## src/rtl/three_bit_cmp_pkg.sv

```systemverilog
// Shared types and constants for the registered 3-bit magnitude comparator.
package three_bit_cmp_pkg;

    localparam int unsigned WIDTH     = 3;
    localparam int unsigned CNT_W_DEF = 8;

    typedef enum logic [1:0] {
        CMP_EQ = 2'd0,
        CMP_LT = 2'd1,
        CMP_GT = 2'd2
    } cmp_result_t;

    // Biasing the MSB maps two's-complement ordering onto unsigned ordering.
    function automatic logic [WIDTH-1:0] order_key(input logic [WIDTH-1:0] v, input logic is_signed);
        return {v[WIDTH-1] ^ is_signed, v[WIDTH-2:0]};
    endfunction

endpackage

```

## src/rtl/three_bit_cmp_core.sv

```systemverilog
// Combinational compare of two WIDTH-bit operands, unsigned or two's complement.
module three_bit_cmp_core
    import three_bit_cmp_pkg::*;
(
    input  logic [WIDTH-1:0] a_i,
    input  logic [WIDTH-1:0] b_i,
    input  logic             signed_mode_i,
    output cmp_result_t      result_o
);

    logic [WIDTH-1:0] a_key;
    logic [WIDTH-1:0] b_key;

    always_comb begin
        a_key    = order_key(a_i, signed_mode_i);
        b_key    = order_key(b_i, signed_mode_i);
        result_o = CMP_EQ;
        if (a_i != b_i) begin
            result_o = (a_key > b_key) ? CMP_GT : CMP_LT;
        end
    end

endmodule

```

## src/rtl/three_bit_cmp.sv

```systemverilog
// Registered one-hot comparator with 1-cycle latency.
// Optional saturating result counters enabled by defining THREE_BIT_CMP_STATS_EN.
module three_bit_cmp
    import three_bit_cmp_pkg::*;
#(
    parameter int unsigned CNT_W = CNT_W_DEF
)
(
    input  logic             clk,
    input  logic             rst_n,
    input  logic             in_valid,
    input  logic [WIDTH-1:0] A,
    input  logic [WIDTH-1:0] B,
    input  logic             signed_mode,
    output logic             GT,
    output logic             LT,
    output logic             EQ,
`ifdef THREE_BIT_CMP_STATS_EN
    output logic [CNT_W-1:0] gt_cnt,
    output logic [CNT_W-1:0] lt_cnt,
    output logic [CNT_W-1:0] eq_cnt,
`endif
    output logic             out_valid
);

    cmp_result_t res;

    logic gt_q, gt_d;
    logic lt_q, lt_d;
    logic eq_q, eq_d;
    logic out_valid_q, out_valid_d;

    three_bit_cmp_core u_core (
        .a_i          (A),
        .b_i          (B),
        .signed_mode_i(signed_mode),
        .result_o     (res)
    );

    always_comb begin
        gt_d        = gt_q;
        lt_d        = lt_q;
        eq_d        = eq_q;
        out_valid_d = in_valid;
        if (in_valid) begin
            gt_d = (res == CMP_GT);
            lt_d = (res == CMP_LT);
            eq_d = (res == CMP_EQ);
        end
    end

    always_ff @(posedge clk or negedge rst_n) begin
        if (!rst_n) begin
            gt_q        <= 1'b0;
            lt_q        <= 1'b0;
            eq_q        <= 1'b0;
            out_valid_q <= 1'b0;
        end else begin
            gt_q        <= gt_d;
            lt_q        <= lt_d;
            eq_q        <= eq_d;
            out_valid_q <= out_valid_d;
        end
    end

    assign GT        = gt_q;
    assign LT        = lt_q;
    assign EQ        = eq_q;
    assign out_valid = out_valid_q;

`ifdef THREE_BIT_CMP_STATS_EN
    logic [CNT_W-1:0] gt_cnt_q, gt_cnt_d;
    logic [CNT_W-1:0] lt_cnt_q, lt_cnt_d;
    logic [CNT_W-1:0] eq_cnt_q, eq_cnt_d;

    // Counters advance on the same edge that registers the matching result.
    always_comb begin
        gt_cnt_d = gt_cnt_q;
        lt_cnt_d = lt_cnt_q;
        eq_cnt_d = eq_cnt_q;
        if (in_valid) begin
            if (res == CMP_GT && gt_cnt_q != '1) gt_cnt_d = gt_cnt_q + CNT_W'(1);
            if (res == CMP_LT && lt_cnt_q != '1) lt_cnt_d = lt_cnt_q + CNT_W'(1);
            if (res == CMP_EQ && eq_cnt_q != '1) eq_cnt_d = eq_cnt_q + CNT_W'(1);
        end
    end

    always_ff @(posedge clk or negedge rst_n) begin
        if (!rst_n) begin
            gt_cnt_q <= '0;
            lt_cnt_q <= '0;
            eq_cnt_q <= '0;
        end else begin
            gt_cnt_q <= gt_cnt_d;
            lt_cnt_q <= lt_cnt_d;
            eq_cnt_q <= eq_cnt_d;
        end
    end

    assign gt_cnt = gt_cnt_q;
    assign lt_cnt = lt_cnt_q;
    assign eq_cnt = eq_cnt_q;
`endif

endmodule

```

## config.mk

```make
export PLATFORM = sky130hd
export DESIGN_NAME = three_bit_cmp
export DESIGN_NICKNAME = d
export VERILOG_FILES = /design/src/rtl/three_bit_cmp_pkg.sv /design/src/rtl/three_bit_cmp_core.sv /design/src/rtl/three_bit_cmp.sv
export SDC_FILE = /design/constraint.sdc
export NUM_CORES = 1
export LEC_CHECK = 0
export ABC_AREA = 1
export BUFFER_PORTS_ARGS = -buffer_cell sky130_fd_sc_hd__buf_2
export CORE_AREA = 5 5 42 44
export DETAILED_ROUTE_END_ITERATION = 12
export DIE_AREA = 0 0 47 49
export GPL_TIMING_DRIVEN = 0
export PLACE_DENSITY = 0.37
export SYNTH_ARGS = -nofsm -noshare
export SYNTH_HDL_FRONTEND = slang
export SYNTH_SLANG_ARGS = --single-unit
```

## constraint.sdc

```tcl
create_clock -name clk -period 0.86 [get_ports clk]
set_input_delay 0.172 -clock clk [delete_from_list [all_inputs] [get_ports clk]]
set_output_delay 0.172 -clock clk [all_outputs]
set_load 0.005 [all_outputs]
```

==> impl_metrics.py <==
metrics = {
    "sta": {
        "slew_headroom_pct": 89.6,
        "setup_tns_ps": -98.7,
        "worst_pin_slew_ps": 155,
        "hold_viol_final": 0,
        "drv_slew": 0,
        "rsz0062_at_grt": "true",
        "fin_crit_ps": 892,
        "setup_violations": 4,
        "skew_ps": 0,
        "whs_ps": 119,
        "max_freq_mhz": 1120,
        "fin_ws_ps": -31.5,
        "fin_crit_sh_pct": 104,
    },
    "floorplan": {
        "start_util_pct": 18.6,
        "die_h_um": 49,
        "coreArea_sq_um": 1400,
        "die_w_um": 47,
        "rows": 14,
        "num_io_pins": 14,
        "dieArea_sq_um": 2300,
    },
    "cts": {
        "cts-htree-levels": 1,
        "clkLatencyLatePin_ps": 230,
        "numCtsBuffers": 3,
        "clockBufferDepth": 2,
        "cts_sinks": 4,
        "clockRootBuffer": "clkbuf_4",
        "cts_tree": "built",
        "clkTransAtPathRegs_ps": 40,
    },
    "critical_path": {
        "cp_cell_sequence": "buf_2",
        "crit_required_ps": 690,
        "critical_path_class": "flop to output pin",
        "max_stage_delay_ps": 360,
        "end_kind": "output pin",
        "cp_slowest_cell": "dfrtp_1",
        "worstPathMaxFanout": 2,
        "cp.arrival_ps": 720,
        "critPathLaunchType": "flop",
        "cp_top_family": "flip-flops",
        "path_buf_inv": 1,
    },
    "yosys": {
        "seq_area_frac_synth_pct": 38.5,
        "ys_top_cells_by_count": "inv_1 (9), nand2_1 (5)",
        "syn_area_sq_um": 260,
        "async_flop_share_pct": 100,
        "yosysTopAreaCell": "dfrtp_1",
        "synth_ff_type": "dfrtp_1",
        "synth.distinct_cells": 11,
        "synth.net_count": 48,
        "synth_edf_count": 0,
        "syn_avg_cell_area_sq_um": 7.23,
        "synth_warnings": 0,
        "ys_top_cells_by_area": "dfrtp_1 (38%), inv_1 (13%), ha_1 (9.6%), nand2_2 (9.6%), nand3_1 (7.7%)",
        "yosysTopAreaCellShare_pct": 38.5,
        "syn_inst": 36,
        "yosysMostFrequentCell": "inv_1",
        "yosys_register_bits": 4,
    },
    "grt": {
        "grt_max_degree": 7,
        "grt_pass1_wl_um": 986,
        "grt_overflow": 0,
        "first_global_vias": 272,
        "grt_usage_pct": 6.14,
        "antenna_found_initial": 0,
    },
    "power": {
        "leakage_nw": 0.246,
        "swShare_pct": 25.8,
        "seq_power_share_pct": 35.8,
        "combPwrFrac_pct": 26.9,
        "switching_power_uw": 156,
        "pwr-share-clk_pct": 37.3,
        "p_int_uw": 450,
        "p_per_area_nw_per_um2": 1430,
        "vdd_drop_max_v": 0.000261,
    },
    "place": {
        "port_buffers": 13,
        "dp_slack_ps": -204,
        "dp.final_hpwl_um": 475,
        "place_congestion": 0.648,
        "dpl.cell_count": 65,
    },
    "cells_and_area": {
        "nets": 70,
        "antenna_cells": 0,
        "drive_gt1_share_pct": 51.8,
        "syn_to_final_growth_pct": 62.5,
        "finalCoreUtilization_pct": 30.2,
        "instances_no_fill": 72,
    },
    "outcome": {
        "violations": "negative setup slack",
        "outcome": "finished with violations",
    },
    "routing": {
        "vias": 267,
        "wl_um": 569,
        "ant_nets": 0,
        "drt_drc_violations_left": 0,
        "drt_iter0_drc": 0,
        "first_pass_iters": 1,
        "wire_per_inst_um": 7.90,
        "vias_per_cell": 3.71,
    },
    "hold_path": {
        "min_path_type": "input port to flop",
    },
    "job": {
        "drv_cap": 0,
    },
}
## path summary, 6_finish.rpt
check	start	to	slack, ps	cells past startpoint
max in group asynchronous	rst_n	LT	470	2
max reg2reg	EQ	EQ	40	4
min	in_valid	out_valid	120	1
max	GT	GT	-30	1
min reg2reg	LT	LT	550	3
min in group asynchronous	rst_n	out_valid	270	2
## routing by layer
metal	vias up	routed length (um)	global-route usage, %
met3	0	47	0
met4	0	0	8.29
met5	-	0	0
met1	110	216	6.64
met2	7	305	8.82
li1	150	-	-
## power by group through the flow
stage | Clock [mW] | Combinational (mW) | Sequential (mW)
2_1_floorplan | 0 | 0.0741 | 0.223
3_3_place_gp | 0 | 0.141 | 0.221
3_5_place_dp | 0 | 0.140 | 0.220
4_1_cts | 0.239 | 0.159 | 0.217
5_1_grt | 0.249 | 0.188 | 0.220
6_report | 0.227 | 0.163 | 0.217
## registers in the layout (all words and copies together) (netlist names)
register and flops:
out_valid 1, GT 1, LT 1, EQ 1
## area by class of cell
type                       count  area [sq um]
timing repair buffer          17          97.6
inverter                       9          36.3
sequential                     4           100
tap                           16          20.0
clock buffer                   3          22.5
fill                         165           978
multi-input combinational     23           146
## through the flow
stage          cell area (sq um)  power (mW)
5_1_grt                      423       0.657
3_5_place_dp                 365       0.360
2_1_floorplan                280       0.297
4_1_cts                      413       0.616
6_report                     423       0.607
3_3_place_gp                 365       0.362
## placed cells by master, fill, tap and decap left out, drive strengths merged
| master | synthesis | final |
|---|---|---|
| nor2 | 5 | 5 |
| dlygate4sd3 | 0 | 1 |
| nand3 | 4 | 4 |
| dfrtp | 4 | 4 |
| o21ai | 1 | 1 |
| a21oi | 1 | 1 |
| ha | 2 | 2 |
| clkbuf | 0 | 3 |
| buf | 0 | 16 |
| nand2 | 9 | 9 |
| inv | 9 | 9 |
| nand4 | 1 | 1 |
## repair_timing
| item | in CTS | in global routing |
|---|---|---|
| hold buffers | 1 | 0 |
| setup endpoints to repair | 4 | 5 |
| buffers inserted | 2 | 1 |
| gates resized for setup | 0 | 1 |
| endpoints found under the hold margin | 4 | 0 |
| pin swaps | 0 | 1 |
## cells by family (layout without fill, tap and decap cells)
logic type      after synthesis  after routing  share of synthesized area, %
simple gates                 19             19                          35.1
buf+inv                       9             29                          13.0
flops                         4              4                          38.5
fa+ha+maj                     2              2                          9.61
compound gates                2              2                          3.84
Note: power is estimated with default switching activity, not from simulation.
